<file path="src/rtl/serializer_pkg.sv">
// Shared definitions for the 16-bit serializer and its matching deserializer.
package serializer_pkg;

    localparam int DATA_W = 16;
    localparam int MOD_W  = $clog2(DATA_W);

    typedef logic [DATA_W-1:0] data_t;
    typedef logic [MOD_W-1:0]  mod_t;
    typedef logic [MOD_W:0]    cnt_t;

    typedef enum logic {
        IDLE    = 1'b0,
        COLLECT = 1'b1
    } state_t;

    // A full word is reported as 0 so the count fits the serializer's mod field.
    function automatic mod_t count_to_mod(input cnt_t count);
        return (count == cnt_t'(DATA_W)) ? '0 : count[MOD_W-1:0];
    endfunction

endpackage

</file>
<file path="src/rtl/top_deserializer.sv">
// Reassembles MSB-first valid bursts into left-aligned words with a bit count
// in the serializer's mod encoding; long bursts split into full words plus a tail.
module top_deserializer
    import serializer_pkg::*;
#(
    parameter int DATA_W = 16,
    parameter int MOD_W  = $clog2(DATA_W)
) (
    input  logic              clk,
    input  logic              i_srst_n,
    input  logic              i_data,
    input  logic              i_data_val,
    output logic [DATA_W-1:0] o_data,
    output logic [MOD_W-1:0]  o_data_mod,
    output logic              o_data_val,
    output logic              o_busy
);

    localparam int CW = MOD_W + 1;
    localparam logic [CW-1:0]    FULL_CNT = CW'(DATA_W);
    localparam logic [MOD_W-1:0] TOP_IDX  = MOD_W'(DATA_W - 1);

    state_t            state_q, state_d;
    logic [CW-1:0]     count_q, count_d;
    logic [DATA_W-1:0] acc_q,   acc_d;
    logic [DATA_W-1:0] data_q,  data_d;
    logic [MOD_W-1:0]  mod_q,   mod_d;
    logic              val_q,   val_d;
    logic              busy_q,  busy_d;

    logic [MOD_W-1:0]  wr_idx;
    logic [DATA_W-1:0] acc_wr;
    logic [CW-1:0]     count_inc;

    always_ff @(posedge clk) begin
        if (!i_srst_n) begin
            state_q <= IDLE;
            count_q <= '0;
            acc_q   <= '0;
            data_q  <= '0;
            mod_q   <= '0;
            val_q   <= 1'b0;
            busy_q  <= 1'b0;
        end else begin
            state_q <= state_d;
            count_q <= count_d;
            acc_q   <= acc_d;
            data_q  <= data_d;
            mod_q   <= mod_d;
            val_q   <= val_d;
            busy_q  <= busy_d;
        end
    end

    // Accumulator with the incoming bit written at DATA_W-1-count.
    always_comb begin
        wr_idx          = TOP_IDX - count_q[MOD_W-1:0];
        acc_wr          = acc_q;
        acc_wr[wr_idx]  = i_data;
        count_inc       = count_q + 1'b1;
    end

    always_comb begin
        state_d = state_q;
        count_d = count_q;
        acc_d   = acc_q;
        data_d  = data_q;
        mod_d   = mod_q;
        val_d   = 1'b0;

        case (state_q)
            IDLE: begin
                if (i_data_val) begin
                    acc_d           = '0;
                    acc_d[TOP_IDX]  = i_data;
                    count_d         = CW'(1);
                    state_d         = COLLECT;
                end
            end
            COLLECT: begin
                if (i_data_val) begin
                    if (count_inc == FULL_CNT) begin
                        // Word complete: emit and restart so the next bit opens a new word.
                        data_d  = acc_wr;
                        mod_d   = '0;
                        val_d   = 1'b1;
                        acc_d   = '0;
                        count_d = '0;
                        state_d = IDLE;
                    end else begin
                        acc_d   = acc_wr;
                        count_d = count_inc;
                    end
                end else begin
                    // Burst ended early: flush the partial word with its bit count.
                    data_d  = acc_q;
                    mod_d   = count_q[MOD_W-1:0];
                    val_d   = 1'b1;
                    acc_d   = '0;
                    count_d = '0;
                    state_d = IDLE;
                end
            end
            default: begin
                acc_d   = '0;
                count_d = '0;
                state_d = IDLE;
            end
        endcase

        busy_d = (count_d != '0);
    end

    assign o_data     = data_q;
    assign o_data_mod = mod_q;
    assign o_data_val = val_q;
    assign o_busy     = busy_q;

endmodule

</file>
<file path="config.mk">
export PLATFORM = sky130hd
export DESIGN_NAME = top_deserializer
export DESIGN_NICKNAME = d
export VERILOG_FILES = /design/src/rtl/serializer_pkg.sv /design/src/rtl/top_deserializer.sv
export SDC_FILE = /design/constraint.sdc
export NUM_CORES = 1
export LEC_CHECK = 0
export BUFFER_PORTS_ARGS = -buffer_cell sky130_fd_sc_hd__buf_2
export CELL_PAD_IN_SITES_DETAIL_PLACEMENT = 0
export CELL_PAD_IN_SITES_GLOBAL_PLACEMENT = 1
export CORE_MARGIN = 2
export CORE_UTILIZATION = 39
export DETAILED_ROUTE_END_ITERATION = 8
export GPL_TIMING_DRIVEN = 0
export PLACE_DENSITY_LB_ADDON = 0.25
export SLEW_MARGIN = 20
export SYNTH_ARGS = -nofsm -noshare
export SYNTH_HDL_FRONTEND = slang
export SYNTH_SLANG_ARGS = --single-unit
export TNS_END_PERCENT = 50
</file>
<file path="constraint.sdc">
create_clock -name clk -period 2.1 [get_ports clk]
set_clock_uncertainty 0.15 [all_clocks]
set_input_delay 0.21 -clock clk [delete_from_list [all_inputs] [get_ports clk]]
set_output_delay 0.21 -clock clk [all_outputs]
set_load 0.02 [all_outputs]
</file>
==> metrics.log, run 1 <==
[metrics] outcome: finished, final reports clean
[metrics] total setup violations reported at the end of the flow: 0
[metrics] post-place instance area: 2292 um2
[metrics] overall track demand over capacity in global routing: 0.1784
[metrics] worst slew margin relative to its limit: 0.6469
[metrics] logic depth of the worst path, buffers included: 6
[metrics] data arrival at the endpoint of the critical path: 2.04 ns
[metrics] fraction of final layout cells with drive strength greater than 1: 0.2097
[metrics] power density of the placed cells: 689.8 nW/um2
[metrics] iteration count of the initial detailed-routing pass: 4
[metrics] share of the core filled with cells: 0.4752
[metrics] starting utilization of the core area: 0.4056
[metrics] CTS clock-pin slew for the worst setup and hold paths: 0.08 ns
[metrics] mapped cell area: 2084 um2
[metrics] pins over their slew limit: 0
[metrics] via count of the routed design: 1774
[metrics] DRC marker count from the first detailed-route iteration: 111
[metrics] area of the die: 5946 um2
[metrics] layout net count: 274
[metrics] routed via count divided by cell count: 5.264
[metrics] leading cell type in the layout, fill and taps excluded: sky130_fd_sc_hd__dfxtp_1
[metrics] row count: 26
[metrics] antenna violations before repair: 0
[metrics] Cells after DPL: 326
[metrics] WS Path Type: reg2reg
[metrics] launch point of the worst reg-to-reg path: count_q[1]$_SDFF_PN0_
[metrics] type of the worst min-delay path: in2reg
[metrics] Filler Cell Count: 548
[metrics] Async S/R FF share, synth: 0
[metrics] number of distinct library cells after synthesis: 38
[metrics] Slowest cell on crit path: sky130_fd_sc_hd__dfxtp_4
[metrics] worst setup path startpoint: count_q[1]$_SDFF_PN0_
[metrics] R2R depth: 6
[metrics] commonest cells after routing, fill and taps aside: sky130_fd_sc_hd__dfxtp_1 (43), sky130_fd_sc_hd__nor2_1 (35), sky130_fd_sc_hd__buf_2 (29), sky130_fd_sc_hd__a21oi_1 (21), sky130_fd_sc_hd__a22o_1 (19)
[metrics] Highest Clock Rate: 500.1 MHz
[metrics] placer congestion estimate: 0.8044
[metrics] routed len/inst: 14.71 um
[metrics] final cell count without fillers: 337
[metrics] DRC: 0
[metrics] cells after synthesis: 232
[metrics] CP delay by family, top: compound AO/OA/AOI/OAI gates
[metrics] slew of the pin with the lowest slew margin: 0.5296 ns
[metrics] latest clock arrival within the worst-skew pair: 0.30 ns
[metrics] Post-synth EDFFs: 0
[metrics] share of the clock period used by the worst path: 0.9521
[metrics] pin count of the biggest net entering global routing: 14
[metrics] total I/O pin count: 26
[metrics] static leakage power: 1.140 nW
[metrics] clock buffer count from CTS: 5
[metrics] Seq/Total Area, Yosys: 0.4226
[metrics] VDD IR max: 0.3455 mV
[metrics] Post-DP HPWL: 3417 um
[metrics] main area contributors after synthesis: sky130_fd_sc_hd__dfxtp_1 (42%), sky130_fd_sc_hd__a22o_1 (8.0%), sky130_fd_sc_hd__mux2i_1 (7.7%)
[metrics] capture point of the critical path: o_busy$_SDFF_PN0_
[metrics] share of Yosys cell area claimed by the top area cell type: 0.4226
[metrics] maximum fanout along the worst path: 8
[metrics] critical path's largest stage delay: 0.41 ns
[metrics] post-layout min period: 1.999 ns
[metrics] CP startpoint kind: register
[metrics] total wire length: 4956 um
[metrics] endpoint kind of the worst setup timing path: register
[metrics] number of diodes added for antenna fixing: 0
[metrics] unrepaired setup endpoints after global routing: true
[metrics] Die X-Extent: 77.11 um
[metrics] total core area: 5140 um2
[metrics] number of antenna-violating nets in the routed design: 0
[metrics] sum of overflow across all layers after global routing: 0
[metrics] die extent in y: 77.11 um
[metrics] number of clock sinks seen by CTS: 44
[metrics] mean instance size in the synthesized netlist: 8.985 um2
[metrics] IO buf count: 24
[metrics] capture point of the worst reg-to-reg path: o_busy$_SDFF_PN0_
[metrics] predominant post-synthesis flop cell: sky130_fd_sc_hd__dfxtp_1
[metrics] worst reg2reg setup slack: 0.10 ns
[metrics] first-pass GRT wire length: 8411 um
[metrics] CTS Buffer Depth: 2
[metrics] number of buffer and inverter stages on the critical path: 1
[metrics] TritonCTS clock tree: built
[metrics] number of global-route vias before repair: 1663
[metrics] area of all placed cells without fillers: 2442 um2
[metrics] CTS HTree Levels: 2
[metrics] data required time of the critical path: 2.14 ns
[metrics] Yosys Warn Count: 0
[metrics] CTS Root Buffer Type: sky130_fd_sc_hd__clkbuf_8
[metrics] number of storage elements in the synthesis netlist: 44
[metrics] count of max-cap constraint violations: 0
[metrics] synthesized netlist net count: 240
[metrics] critical-path cell list: ha_1 > clkbuf_4 > nand2_4 > or2_4 > a221o_1 > a211o_1
[metrics] top cell type by total area after synthesis: sky130_fd_sc_hd__dfxtp_1
[metrics] final number of hold-violating endpoints: 0
[metrics] area grow syn2layout: 17.17%
## routing by layer
metal  vias to the layer above  track usage  part of all wire  wire length (um)
met5                         -            0                 0                 0
met4                         0      0.05357             0.012                61
met3                         6      0.04235             0.039               195
met2                        36       0.2807              0.45              2224
met1                       838       0.2431              0.50              2475
li1                        894            -                 -                 -
## how the worst min path moves through the flow
| stage | start | end | slack (ns) | depth (start not counted) |
|---|---|---|---|---|
| final | i_srst_n | count_q[0]$_SDFF_PN0_ | 0.05 | 3 |
| after global routing | i_srst_n | count_q[0]$_SDFF_PN0_ | 0.05 | 3 |
| after CTS | i_srst_n | count_q[0]$_SDFF_PN0_ | 0.04 | 3 |
| after detailed placement | o_data[5]$_SDFFE_PN0P_ | o_data[5]$_SDFFE_PN0P_ | 0.31 | 1 |
| after global placement | o_data_mod[1]$_SDFFE_PN0P_ | o_data_mod[1]$_SDFFE_PN0P_ | 0.31 | 1 |
| after floorplan | i_srst_n | count_q[0]$_SDFF_PN0_ | 0.18 | 2 |
## Yosys cell counts, types with 2 or more instances
library cell / n
sky130_fd_sc_hd__nand4_1: 2
sky130_fd_sc_hd__buf_4: 3
sky130_fd_sc_hd__nand2_1: 17
sky130_fd_sc_hd__inv_1: 3
sky130_fd_sc_hd__nand3_1: 5
sky130_fd_sc_hd__a21oi_1: 21
sky130_fd_sc_hd__nand2_4: 2
sky130_fd_sc_hd__o21ai_0: 5
sky130_fd_sc_hd__mux2i_1: 16
sky130_fd_sc_hd__and2b_1: 2
sky130_fd_sc_hd__a22o_2: 2
sky130_fd_sc_hd__a22o_1: 19
sky130_fd_sc_hd__and2_1: 2
sky130_fd_sc_hd__nand3b_1: 2
sky130_fd_sc_hd__a2bb2oi_1: 15
sky130_fd_sc_hd__dfxtp_1: 44
sky130_fd_sc_hd__nor2b_1: 3
sky130_fd_sc_hd__buf_2: 6
sky130_fd_sc_hd__ha_1: 4
sky130_fd_sc_hd__clkbuf_1: 7
sky130_fd_sc_hd__nor2_1: 35
## through the flow
step / worst slack [ns] / setup TNS, ns / hold slack (ns) / power, mW
after CTS: 0.05236 / 0 / 0.03944 / 1.707
after detailed placement: -0.2657 / -3.919 / 0.3078 / 1.063
after floorplan: 0.1131 / 0 / 0.1761 / 1.007
final: 0.1005 / 0 / 0.04904 / 1.685
after global routing: -0.003788 / -0.003788 / 0.04791 / 1.760
after global placement: -0.3152 / -4.721 / 0.3058 / 1.063
## tightest hold or removal path: stages
cell and delay (ns):
sky130_fd_sc_hd__buf_2 0.14, sky130_fd_sc_hd__nand2_1 0.06, sky130_fd_sc_hd__a21oi_1 0.04
## sequential cells by signal, indices dropped and copies added (netlist names)
register    cells
count_q         5
state_q         1
acc_q          16
o_busy          1
o_data_val      1
o_data         16
o_data_mod      4
## cell type report
type	instances	area (um2)	area share
multi-input combinational	166	1105	0.4524
sequential	44	884.6	0.3622
timing repair buffer	27	142.6	0.05840
buffer	19	103.9	0.04252
tap	70	87.58	0.03586
clock buffer	6	72.57	0.02971
clock inverter	2	35.03	0.01434
inverter	3	11.26	0.004611
## power by group
part / leakage [nW] / switching (mW) / total (mW) / internal [mW]
Clock: 0.0552 / 0.287 / 0.640 / 0.353
Combinational: 0.728 / 0.119 / 0.187 / 0.0676
Sequential: 0.357 / 0.00900 / 0.858 / 0.849
## repair_timing
item                       CTS  global route
pin swaps                    1             1
setup endpoints to repair   22            20
hold buffers                 0             0
gates resized for setup      3             4
setup buffers                0             3
## logic make-up after synthesis
family,synth area share
compound gates,0.2563
fa+ha+maj,0.02401
buf+inv,0.05282
flops,0.4226
mux,0.08223
simple gates,0.1621
Note: power is estimated with default switching activity, not from simulation.
==> run 2, diff against run 1 <==
- CELL_PAD_IN_SITES_DETAIL_PLACEMENT: 0 -> unset
- CELL_PAD_IN_SITES_GLOBAL_PLACEMENT: 1 -> unset
- CORE_UTILIZATION: 39 -> 51
==> run 2 against run 1 <==
Compared with the run above:
- power down 5.3%
- sequential cell count unchanged
- via count up 2.3%
- critical path type unchanged
- largest cell class unchanged
- largest power group unchanged
==> metrics.log, run 2 (same netlist as run 1, synthesis figures left out) <==
[metrics] slew of the pin with the lowest slew margin: 0.5118 ns (-0.01782 ns)
[metrics] total wire length: 4660 um (-6.0%)
[metrics] part of the power in combinational logic: 0.115 (+0.004)
[metrics] number of antenna-violating nets in the routed design: 0 (unchanged)
[metrics] sequential group share of total power: 0.537 (+0.028)
[metrics] Highest Clock Rate: 495.9 MHz (-0.85%)
[metrics] data arrival at the endpoint of the critical path: 2.06 ns (+0.02 ns)
[metrics] power density of the placed cells: 668.4 nW/um2 (-3.1%)
[metrics] share of the core filled with cells: 0.6008 (+0.1256)
[metrics] CTS HTree Levels: 2 (unchanged)
[metrics] data required time of the critical path: 2.14 ns (about the same)
[metrics] worst slew margin relative to its limit: 0.6588 (+0.01188)
[metrics] DRC: 0 (unchanged)
[metrics] TritonCTS clock tree: built
[metrics] first-pass GRT wire length: 7790 um (-7.4%)
[metrics] layout net count: 272 (-0.73%)
[metrics] outcome: finished, final reports clean
[metrics] total I/O pin count: 26 (unchanged)
[metrics] via count of the routed design: 1814 (+2.3%)
[metrics] post-layout min period: 2.017 ns (+0.01719 ns)
[metrics] CTS clock-pin slew for the worst setup and hold paths: 0.08 ns (about the same)
[metrics] CTS Buffer Depth: 2 (unchanged)
[metrics] routed via count divided by cell count: 5.759 (+9.4%)
[metrics] DRC marker count from the first detailed-route iteration: 150 (+35%)
[metrics] type of the worst min-delay path: in2reg
[metrics] placer congestion estimate: 0.9505 (+18%)
[metrics] area of all placed cells without fillers: 2386 um2 (-2.3%)
[metrics] iteration count of the initial detailed-routing pass: 4 (unchanged)
[metrics] internal power summed over all cells: 1.182 mW (-6.9%)
[metrics] number of global-route vias before repair: 1612 (-3.1%)
[metrics] total core area: 3971 um2 (-23%)
[metrics] endpoint kind of the worst setup timing path: register
[metrics] share of the clock period used by the worst path: 0.9603 (+0.008184)
[metrics] CP startpoint kind: register
[metrics] total setup violations reported at the end of the flow: 0 (unchanged)
[metrics] WS Path Type: reg2reg
[metrics] pins over their slew limit: 0 (unchanged)
[metrics] IO buf count: 24 (unchanged)
[metrics] pin count of the biggest net entering global routing: 14 (unchanged)
[metrics] final number of hold-violating endpoints: 0 (unchanged)
[metrics] commonest cells after routing, fill and taps aside: sky130_fd_sc_hd__dfxtp_1 (43), sky130_fd_sc_hd__nor2_1 (35), sky130_fd_sc_hd__buf_2 (30), sky130_fd_sc_hd__a21oi_1 (21), sky130_fd_sc_hd__a22o_1 (19)
[metrics] number of diodes added for antenna fixing: 0 (unchanged)
[metrics] VDD IR max: 0.4190 mV (+21%)
[metrics] antenna violations before repair: 0 (unchanged)
[metrics] count of max-cap constraint violations: 0 (unchanged)
[metrics] leading cell type in the layout, fill and taps excluded: sky130_fd_sc_hd__dfxtp_1
[metrics] die extent in y: 67.93 um (-12%)
[metrics] static leakage power: 1.119 nW (-1.9%)
[metrics] number of clock sinks seen by CTS: 44 (unchanged)
[metrics] switching power share of the total: 0.2588 (+0.01240)
[metrics] routed len/inst: 14.79 um (+0.59%)
[metrics] Post-DP HPWL: 3226 um (-5.6%)
[metrics] starting utilization of the core area: 0.5249 (+0.1193)
[metrics] unrepaired setup endpoints after global routing: false
[metrics] area grow syn2layout: 14.47%
[metrics] maximum fanout along the worst path: 8 (unchanged)
[metrics] CTS Root Buffer Type: sky130_fd_sc_hd__clkbuf_8
[metrics] Die X-Extent: 67.93 um (-12%)
[metrics] sum of overflow across all layers after global routing: 0 (unchanged)
[metrics] clock network fraction of design power: 0.348 (-0.032)
[metrics] latest clock arrival within the worst-skew pair: 0.30 ns (about the same)
[metrics] Net Sw Power: 412.8 uW (-0.57%)
[metrics] fraction of final layout cells with drive strength greater than 1: 0.2038 (-0.005964)
[metrics] area of the die: 4614 um2 (-22%)
[metrics] row count: 23 (-12%)
[metrics] clock buffer count from CTS: 5 (unchanged)
[metrics] post-place instance area: 2267 um2 (-1.1%)
[metrics] overall track demand over capacity in global routing: 0.2251 (+0.04669)
run 2: critical path, stage by stage (launching register included):
cell and delay (ns):
sky130_fd_sc_hd__dfxtp_4 0.41, sky130_fd_sc_hd__ha_1 0.15, sky130_fd_sc_hd__buf_2 0.21, sky130_fd_sc_hd__nand2_4 0.11, sky130_fd_sc_hd__or2_4 0.29, sky130_fd_sc_hd__a221o_1 0.33, sky130_fd_sc_hd__a211o_1 0.26
run 2: worst paths after layout:
check	depth (start not counted)	startpoint	to	slack (ns)
worst max register to register	6	count_q[1]$_SDFF_PN0_	o_busy$_SDFF_PN0_	0.08
worst min-delay path	3	i_srst_n	count_q[0]$_SDFF_PN0_	0.03
worst max-delay path	6	count_q[1]$_SDFF_PN0_	o_busy$_SDFF_PN0_	0.08
worst min register to register	1	o_data[14]$_SDFFE_PN0P_	o_data[14]$_SDFFE_PN0P_	0.33
run 2: final cells by class:
class | instances | area (um2)
timing repair buffer | 25 | 127.6
inverter | 3 | 11.26
fill | 374 | 1585
tap | 50 | 62.56
buffer | 19 | 101.3
clock buffer | 7 | 86.33
multi-input combinational | 166 | 1105
sequential | 44 | 884.6
clock inverter | 1 | 7.507
run 2: stage by stage:
| step | std cells | setup WS, ns | hold slack [ns] | TNS, ns | total power, mW |
|---|---|---|---|---|---|
| floorplan | 232 | 0.1131 | 0.1761 | 0 | 1.007 |
| global placement | 306 | -0.2108 | 0.3063 | -2.854 | 1.057 |
| detailed placement | 306 | -0.2713 | 0.3096 | -4.133 | 1.058 |
| CTS | 315 | 0.01248 | 0.02549 | 0 | 1.614 |
| global route | 315 | 0.002333 | 0.05072 | 0 | 1.668 |
| finish | 315 | 0.08335 | 0.03378 | 0 | 1.595 |
run 2: power groups by stage:
stage / registers [mW] / logic (mW) / clock network [mW]
3_3_place_gp: 0.877 / 0.179 / 0
2_1_floorplan: 0.891 / 0.116 / 0
4_1_cts: 0.858 / 0.182 / 0.573
5_1_grt: 0.860 / 0.202 / 0.605
3_5_place_dp: 0.878 / 0.180 / 0
6_report: 0.857 / 0.183 / 0.554
run 2: layer usage:
| layer | wire (um) | vias up | global-route usage |
|---|---|---|---|
| li1 | - | 894 | - |
| met1 | 2204 | 877 | 0.3031 |
| met2 | 2214 | 38 | 0.3544 |
| met3 | 188 | 5 | 0.04934 |
| met4 | 53 | 0 | 0.08000 |
| met5 | 0 | - | 0 |
run 2: timing repair:
action / in CTS / in global routing
setup buffers: 1 / 0
setup endpoints to repair: 31 / 30
endpoints found under the hold margin: 0 / 0
pin swaps: 1 / 0
hold buffers: 0 / 0
resized for setup: 2 / 6
